`src/rtl/bp_pkg.sv`:
```
// Shared branch-predictor definitions: default sizes, counter constants,
// GHR update encoding and saturating counter helpers.
package bp_pkg;

    localparam int unsigned DEF_IDX_W  = 3;
    localparam int unsigned DEF_CTR_W  = 2;
    localparam int unsigned DEF_HIST_W = 3;

    // Two-bit counter midpoints
    localparam logic [DEF_CTR_W-1:0] CTR_WEAK_NT = 2'b01;
    localparam logic [DEF_CTR_W-1:0] CTR_WEAK_T  = 2'b10;

    // Which source the next GHR value comes from
    typedef enum logic [1:0] {
        GhrHold,
        GhrShift,
        GhrRepair
    } ghr_op_e;

    // Increment, sticking at max_val
    function automatic logic [31:0] ctr_sat_inc(input logic [31:0] val,
                                                input logic [31:0] max_val);
        return (val >= max_val) ? max_val : val + 32'd1;
    endfunction

    // Decrement, sticking at zero
    function automatic logic [31:0] ctr_sat_dec(input logic [31:0] val);
        return (val == 32'd0) ? 32'd0 : val - 32'd1;
    endfunction

endpackage

```
`src/rtl/bp_ghr.sv`:
```
// Speculative global history register. Fetch shifts in its prediction; a
// mispredict in Execute rebuilds history from the snapshot taken at lookup,
// overriding any same-edge Fetch shift because that Fetch is flushed.
module bp_ghr
    import bp_pkg::*;
#(
    parameter int unsigned HIST_W = DEF_HIST_W
) (
    input  logic              clk,
    input  logic              reset,
    input  logic              shift_en,
    input  logic              shift_bit,
    input  logic              repair_en,
    input  logic [HIST_W-1:0] repair_snap,
    input  logic              repair_bit,
    output logic [HIST_W-1:0] ghr
);

    logic [HIST_W-1:0] ghr_q;
    logic [HIST_W-1:0] ghr_d;
    ghr_op_e           op;

    // Concatenate then drop the oldest bit; also correct for HIST_W = 1
    logic [HIST_W:0] shift_cat;
    logic [HIST_W:0] repair_cat;

    assign shift_cat  = {ghr_q, shift_bit};
    assign repair_cat = {repair_snap, repair_bit};

    // Pick the update source by priority and form the next history
    always_comb begin
        op    = GhrHold;
        ghr_d = ghr_q;
        if (repair_en) begin
            op = GhrRepair;
        end else if (shift_en) begin
            op = GhrShift;
        end
        unique case (op)
            GhrRepair: ghr_d = repair_cat[HIST_W-1:0];
            GhrShift:  ghr_d = shift_cat[HIST_W-1:0];
            default:   ghr_d = ghr_q;
        endcase
    end

    // History register, updated on the falling edge
    always_ff @(negedge clk or posedge reset) begin
        if (reset) begin
            ghr_q <= '0;
        end else begin
            ghr_q <= ghr_d;
        end
    end

    assign ghr = ghr_q;

endmodule

```
`src/rtl/gshare_pht.sv`:
```
// Gshare pattern history table: saturating counters indexed by PC xor global
// history. Lookup is combinational in Fetch; training, history update and
// mispredict statistics happen on the falling edge from Execute resolution.
module gshare_pht
    import bp_pkg::*;
#(
    parameter int unsigned IDX_W    = DEF_IDX_W,
    parameter int unsigned CTR_W    = DEF_CTR_W,
    parameter int unsigned HIST_W   = DEF_HIST_W,
    parameter int unsigned INIT_CTR = 32'(CTR_WEAK_NT),
    parameter int unsigned CNT_W    = 16
) (
    input  logic              clk,
    input  logic              reset,
    input  logic [IDX_W-1:0]  lookupPcF,
    input  logic              lookupValidF,
    output logic              predictTakenF,
    output logic [IDX_W-1:0]  lookupIdxF,
    output logic [HIST_W-1:0] ghrSnapF,
    input  logic              updateValidE,
    input  logic [IDX_W-1:0]  updateIdxE,
    input  logic [HIST_W-1:0] ghrSnapE,
    input  logic              branchTakenE,
    input  logic              branchPredictedE,
    output logic              mispredictE,
    output logic [CNT_W-1:0]  mispredCount
);

    localparam int unsigned       ENTRIES  = 1 << IDX_W;
    localparam logic [31:0]       CTR_MAX  = 32'((64'd1 << CTR_W) - 64'd1);
    localparam logic [CTR_W-1:0]  INIT_VAL = CTR_W'(INIT_CTR);

    if (HIST_W > IDX_W || HIST_W < 1 || CTR_W < 1) begin : g_bad_param
        $fatal(1, "gshare_pht: illegal parameters (need 1 <= HIST_W <= IDX_W, CTR_W >= 1)");
    end

    logic [HIST_W-1:0] ghr;
    logic [CTR_W-1:0]  ctr_q [ENTRIES];
    logic [CTR_W-1:0]  ctr_upd;
    logic [CNT_W-1:0]  mispred_cnt_q;

    // Fetch-side lookup; history is zero-extended when shorter than the index
    assign lookupIdxF    = lookupPcF ^ IDX_W'(ghr);
    assign predictTakenF = ctr_q[lookupIdxF][CTR_W-1];
    assign ghrSnapF      = ghr;

    assign mispredictE = updateValidE & (branchTakenE ^ branchPredictedE);

    bp_ghr #(
        .HIST_W (HIST_W)
    ) u_ghr (
        .clk         (clk),
        .reset       (reset),
        .shift_en    (lookupValidF),
        .shift_bit   (predictTakenF),
        .repair_en   (mispredictE),
        .repair_snap (ghrSnapE),
        .repair_bit  (branchTakenE),
        .ghr         (ghr)
    );

    // New value for the entry being trained
    always_comb begin
        ctr_upd = ctr_q[updateIdxE];
        if (branchTakenE) begin
            ctr_upd = CTR_W'(ctr_sat_inc(32'(ctr_q[updateIdxE]), CTR_MAX));
        end else begin
            ctr_upd = CTR_W'(ctr_sat_dec(32'(ctr_q[updateIdxE])));
        end
    end

    // Counter array: train on every resolved branch
    always_ff @(negedge clk or posedge reset) begin
        if (reset) begin
            for (int unsigned i = 0; i < ENTRIES; i++) begin
                ctr_q[i] <= INIT_VAL;
            end
        end else if (updateValidE) begin
            ctr_q[updateIdxE] <= ctr_upd;
        end
    end

    // Mispredict statistics, sticking at all-ones
    always_ff @(negedge clk or posedge reset) begin
        if (reset) begin
            mispred_cnt_q <= '0;
        end else if (mispredictE && (mispred_cnt_q != '1)) begin
            mispred_cnt_q <= mispred_cnt_q + CNT_W'(1);
        end
    end

    assign mispredCount = mispred_cnt_q;

endmodule

```
`config.mk`:
```
export PLATFORM = sky130hd
export DESIGN_NAME = gshare_pht
export DESIGN_NICKNAME = d
export VERILOG_FILES = /design/src/rtl/bp_pkg.sv /design/src/rtl/bp_ghr.sv /design/src/rtl/gshare_pht.sv
export SDC_FILE = /design/constraint.sdc
export NUM_CORES = 1
export LEC_CHECK = 0
export BUFFER_PORTS_ARGS = -buffer_cell sky130_fd_sc_hd__buf_2
export CELL_PAD_IN_SITES_DETAIL_PLACEMENT = 0
export CELL_PAD_IN_SITES_GLOBAL_PLACEMENT = 2
export CORE_ASPECT_RATIO = 1.5
export CORE_MARGIN = 5
export CORE_UTILIZATION = 34
export DETAILED_ROUTE_END_ITERATION = 16
export GPL_TIMING_DRIVEN = 0
export PLACE_DENSITY = 0.88
export SLEW_MARGIN = 20
export SYNTH_ARGS = -nofsm -noshare
export SYNTH_HDL_FRONTEND = slang
export SYNTH_HIERARCHICAL = 1
export SYNTH_SLANG_ARGS = --single-unit
```
`constraint.sdc`:
```
create_clock -name clk -period 2.06 [get_ports clk]
set_input_delay 0.103 -clock clk [delete_from_list [all_inputs] [get_ports clk]]
set_output_delay 0.103 -clock clk [all_outputs]
set_load 0.01 [all_outputs]
```
Yosys cells after proc, flatten, opt, wreduce, memory -nomap -nowiden
Cells that the tools add are included.
W data, S select, Z words.
{ "classes": {"addsub": 3, "magnitude_cmp": 4, "eq_ne": 3, "mux": 15, "bitwise_logic": 5, "n_reduce_logical": 4} }
{ "ops": {"columns": ["cell", "n"], "rows": [
  ["$mux W2", 9],
  ["$add A16 B1 Y16 const B", 1],
  ["$bwmux W16", 1],
  ["$ne A16 B16 Y1 const B", 1],
  ["$bmux W2 S3", 2],
  ["$ge A4 B4 Y1 const B", 2],
  ["$not A3 Y4", 2],
  ["$demux W2 S3", 1],
  ["$pmux W3 S2", 1],
  ["$lt A4 B1 Y1 const B", 1],
  ["$xor A3 B3 Y3", 1],
  ["$add A2 B1 Y2 const B", 1],
  ["$eq A2 B1 Y1 const B", 1],
  ["$eq A2 B2 Y1 const B", 1],
  ["$ge A2 B2 Y1 const B", 1],
  ["$logic_and A1 B1 Y1", 2],
  ["$logic_not A2 Y1", 1],
  ["$reduce_bool A2 Y1", 1],
  ["$sub A2 B1 Y2 const B", 1],
  ["$and A1 B1 Y1", 1],
  ["$mux W1", 1],
  ["$xor A1 B1 Y1", 1]
]} }
{ "totals": {"reg_bits": 35, "output_inout_bits": 24} }

Longest topological paths before layout
{ "depth": {"word_depth": 8, "ltp_mapped": 7, "mapped_depth_nobuf": 6} }

Cells and area by module
Netlist, hierarchy kept.
{ "modules_own_cells": {"columns": ["mod", "instances", "cells_per_inst", "area_each_um2"], "rows": [
  ["gshare_pht", 1, 161, 1750.4],
  ["bp_ghr", 1, 13, 135.1]
]} }

==> flow_summary.ini <==
[setup_path]
crit_buf_inv = 1
cp-end-kind = output pin
arrival_ns = 2.94
cp_max_fo = 2
setup.worst_path.class = reg2out
critPathLaunch = u_ghr/ghr[1]$_DFFE_NP0P_
reg2reg_from = u_ghr/ghr[1]$_DFFE_NP0P_
crit_required_ns = 1.96
critPathTopFamily = multiplexers
path_cells = xor2_4 -> mux4_2 -> mux2_4 -> buf_6
slowest_delay_ns = 0.52
slowest_stage = mux4_2
critPathLaunchType = register

[detailed_routing]
wire_per_inst_um = 15.37
drtIter0Drc = 53
num_vias = 1618
ant_nets = 0
dr.pass1.iters = 4
vias_per_cell = 4.873
drc = 0
wl_mm = 5.104

[status]
status = finished with violations
violations = setup timing

[synthesis]
synth_most_common_cell = dfrtn_1
syn-cell-area_sq_um = 1886
synth_area_leaders = dfrtn_1 (36%), dfstp_2 (11%), mux2_2 (7.8%)
synth_edf_count = 0
netlist-cell-type-count = 35
ys_ff_latch = 35
syn_area_per_cell_sq_um = 10.84
syn-num-nets = 190
synth.top_cell.area_share_pct = 35.83
ys_seq_area_share_pct = 46.98
synth_cells = 174
synth_warnings = 6
synth_common_cells = dfrtn_1 (27), nand2_1 (20), xor2_1 (14)
synthFlopType = dfrtn_1
synthArstFlopShare_pct = 100.0
synth_top_area_cell = dfrtn_1

[sta]
relSlewSlack_pct = 53.89
setup_ws_ns = -0.9817
finalSetupTns_ns = -7.027
fin_skew_ns = 0.06239
tightest_slew_ns = 0.6907
hold_viol_final = 0
holdWs_ns = 0.4517
finalSetupViolCount = 28
maxSlewViolCount = 0
rsz0062_at_grt = true

[run]
maxCapViolations = 0

[floorplan]
std_cell_rows = 33
ioPinCount = 39
initial_utilization_pct = 34.60
dieHeight_um = 101.2
die_area_sq_um = 7166
core_area_sq_um = 5450
die_x_um = 70.81

[clock_tree]
cts_made_buffers = 5
htreeDepth = 2
clk_transition_reported_paths_ns = 0.05
cts_max_path_buffers = 2
cts_num_sinks = 35
cts_hold_buf = 0
clkLatencyLatePin_ns = 0.35
ctsRootBufferMaster = clkbuf_8
cts_tree = done

[cells_and_area]
finalNetCount = 277
area.growth.synth_to_final_pct = 64.10
drive_gt1_share_pct = 58.40
multi_input_area_sq_um = 1341
n_antenna_cell = 0
fill_cells = 502
regArea_sq_um = 885.9

[global_routing]
grt_first_pass_wirelength_mm = 8.355
grt_max_degree = 33
gr-usage-all-layers_pct = 15.03
antenna_found_initial = 0
overflow = 0
first_global_vias = 1770

[min_path]
hold_start = mispredCount[15]$_DFFE_NP0P_
hp-class = reg2reg

[placed_design]
io_buffers = 34
gp_congestion = 0.7360
dpl.hpwl_mm = 3.307

[power]
vdd_drop_max_mv = 0.6170
power_density_nw_per_um2 = 1091
p_leak_uw = 0.001418
-- registers in the layout, indices dropped and copies added, names as in the netlist --
signal        flops
ctr_q            16
mispredCount     16
u_ghr/ghr         3
-- path summary, 6_finish.rpt --
kind,slack [ns],cells past startpoint,to
max in group asynchronous,0.73,2,ctr_q[14]$_DFFE_NP1P_
min,0.45,1,mispredCount[15]$_DFFE_NP0P_
min reg2reg,0.45,1,mispredCount[15]$_DFFE_NP0P_
max,-0.98,4,predictTakenF
max reg2reg,-0.44,11,u_ghr/ghr[0]$_DFFE_NP0P_
min in group asynchronous,0.60,2,u_ghr/ghr[1]$_DFFE_NP0P_
-- worst register-to-register path, delay by kind of cell, from the launching register on --
kind	cells	cell delay, ns
AOI/OAI and AO/OA	1	0.07
buffers and inverters	6	0.64
DFF	1	0.49
xor gates and xnor gates	1	0.19
muxes	3	0.95
-- what timing repair did --
action                     4_1_cts  5_1_grt
gates resized for setup         39       22
pin swaps                       15       15
setup buffers                   29       10
setup endpoints to repair       47       39
-- layer usage --
layer	share of wire [%]	routed length [um]	GRT usage, %	up-vias
met1	40	2023	16.43	805
met3	3.1	160	3.674	8
met5	0	0	0	-
li1	-	-	-	781
met4	1.6	80	5.644	0
met2	56	2839	27.81	24
-- stage by stage --
step                      total power (uW)  utilization, %  instances  cell area, sq um  worst slack [ns]
final                                 3374           56.77        332              3094           -0.9817
after global routing                  3607           56.77        332              3094            -1.041
after CTS                             3184           52.69        322              2872            -1.009
after detailed placement              2085           42.75        278              2330           -0.7558
after global placement                2069           42.75        278              2330           -0.7411
after floorplan                       1800               -        174              2072           -0.6475
-- where the power goes --
group	switching [uW]	internal (uW)	leakage, uW
registers	167	946	0.000422
logic	704	899	0.000897
clock network	292	366	0.0000993
-- layout make-up --
| cell class | count | share of cell area [%] |
|---|---|---|
| plain buffers | 5 | 1.820 |
| clock buffers | 8 | 3.599 |
| clock inverters | 8 | 0.9705 |
| inverters | 8 | 0.9705 |
| multi-input cells | 125 | 43.35 |
| flip-flops and latches | 35 | 28.63 |
| well taps | 70 | 2.831 |
| repair buffers | 73 | 17.83 |
-- cells in the final DEF (no fill, tap or decap), types with 8 or more instances in the layout --
cell     synthesis  layout
nand3_1         11      10
mux2_4           0       8
nand2_1         20      19
buf_4            0      30
o31ai_4          0       9
inv_1            9      15
dfrtn_1         27      27
dfstp_2          8       8
buf_2            4      30
xor2_1          14      11
buf_6            0      14
-- cells by family after synthesis --
| group | synth area share (%) |
|---|---|
| flip-flops | 46.98 |
| AO/OA/AOI/OAI | 9.887 |
| multiplexers | 13.40 |
| adder cells (fa/ha/maj) | 0.6635 |
| AND/OR/NAND/NOR | 17.19 |
| buffers and inverters | 3.052 |
| XOR/XNOR | 8.826 |
No activity file was read; power rests on OpenSTA's default activity.
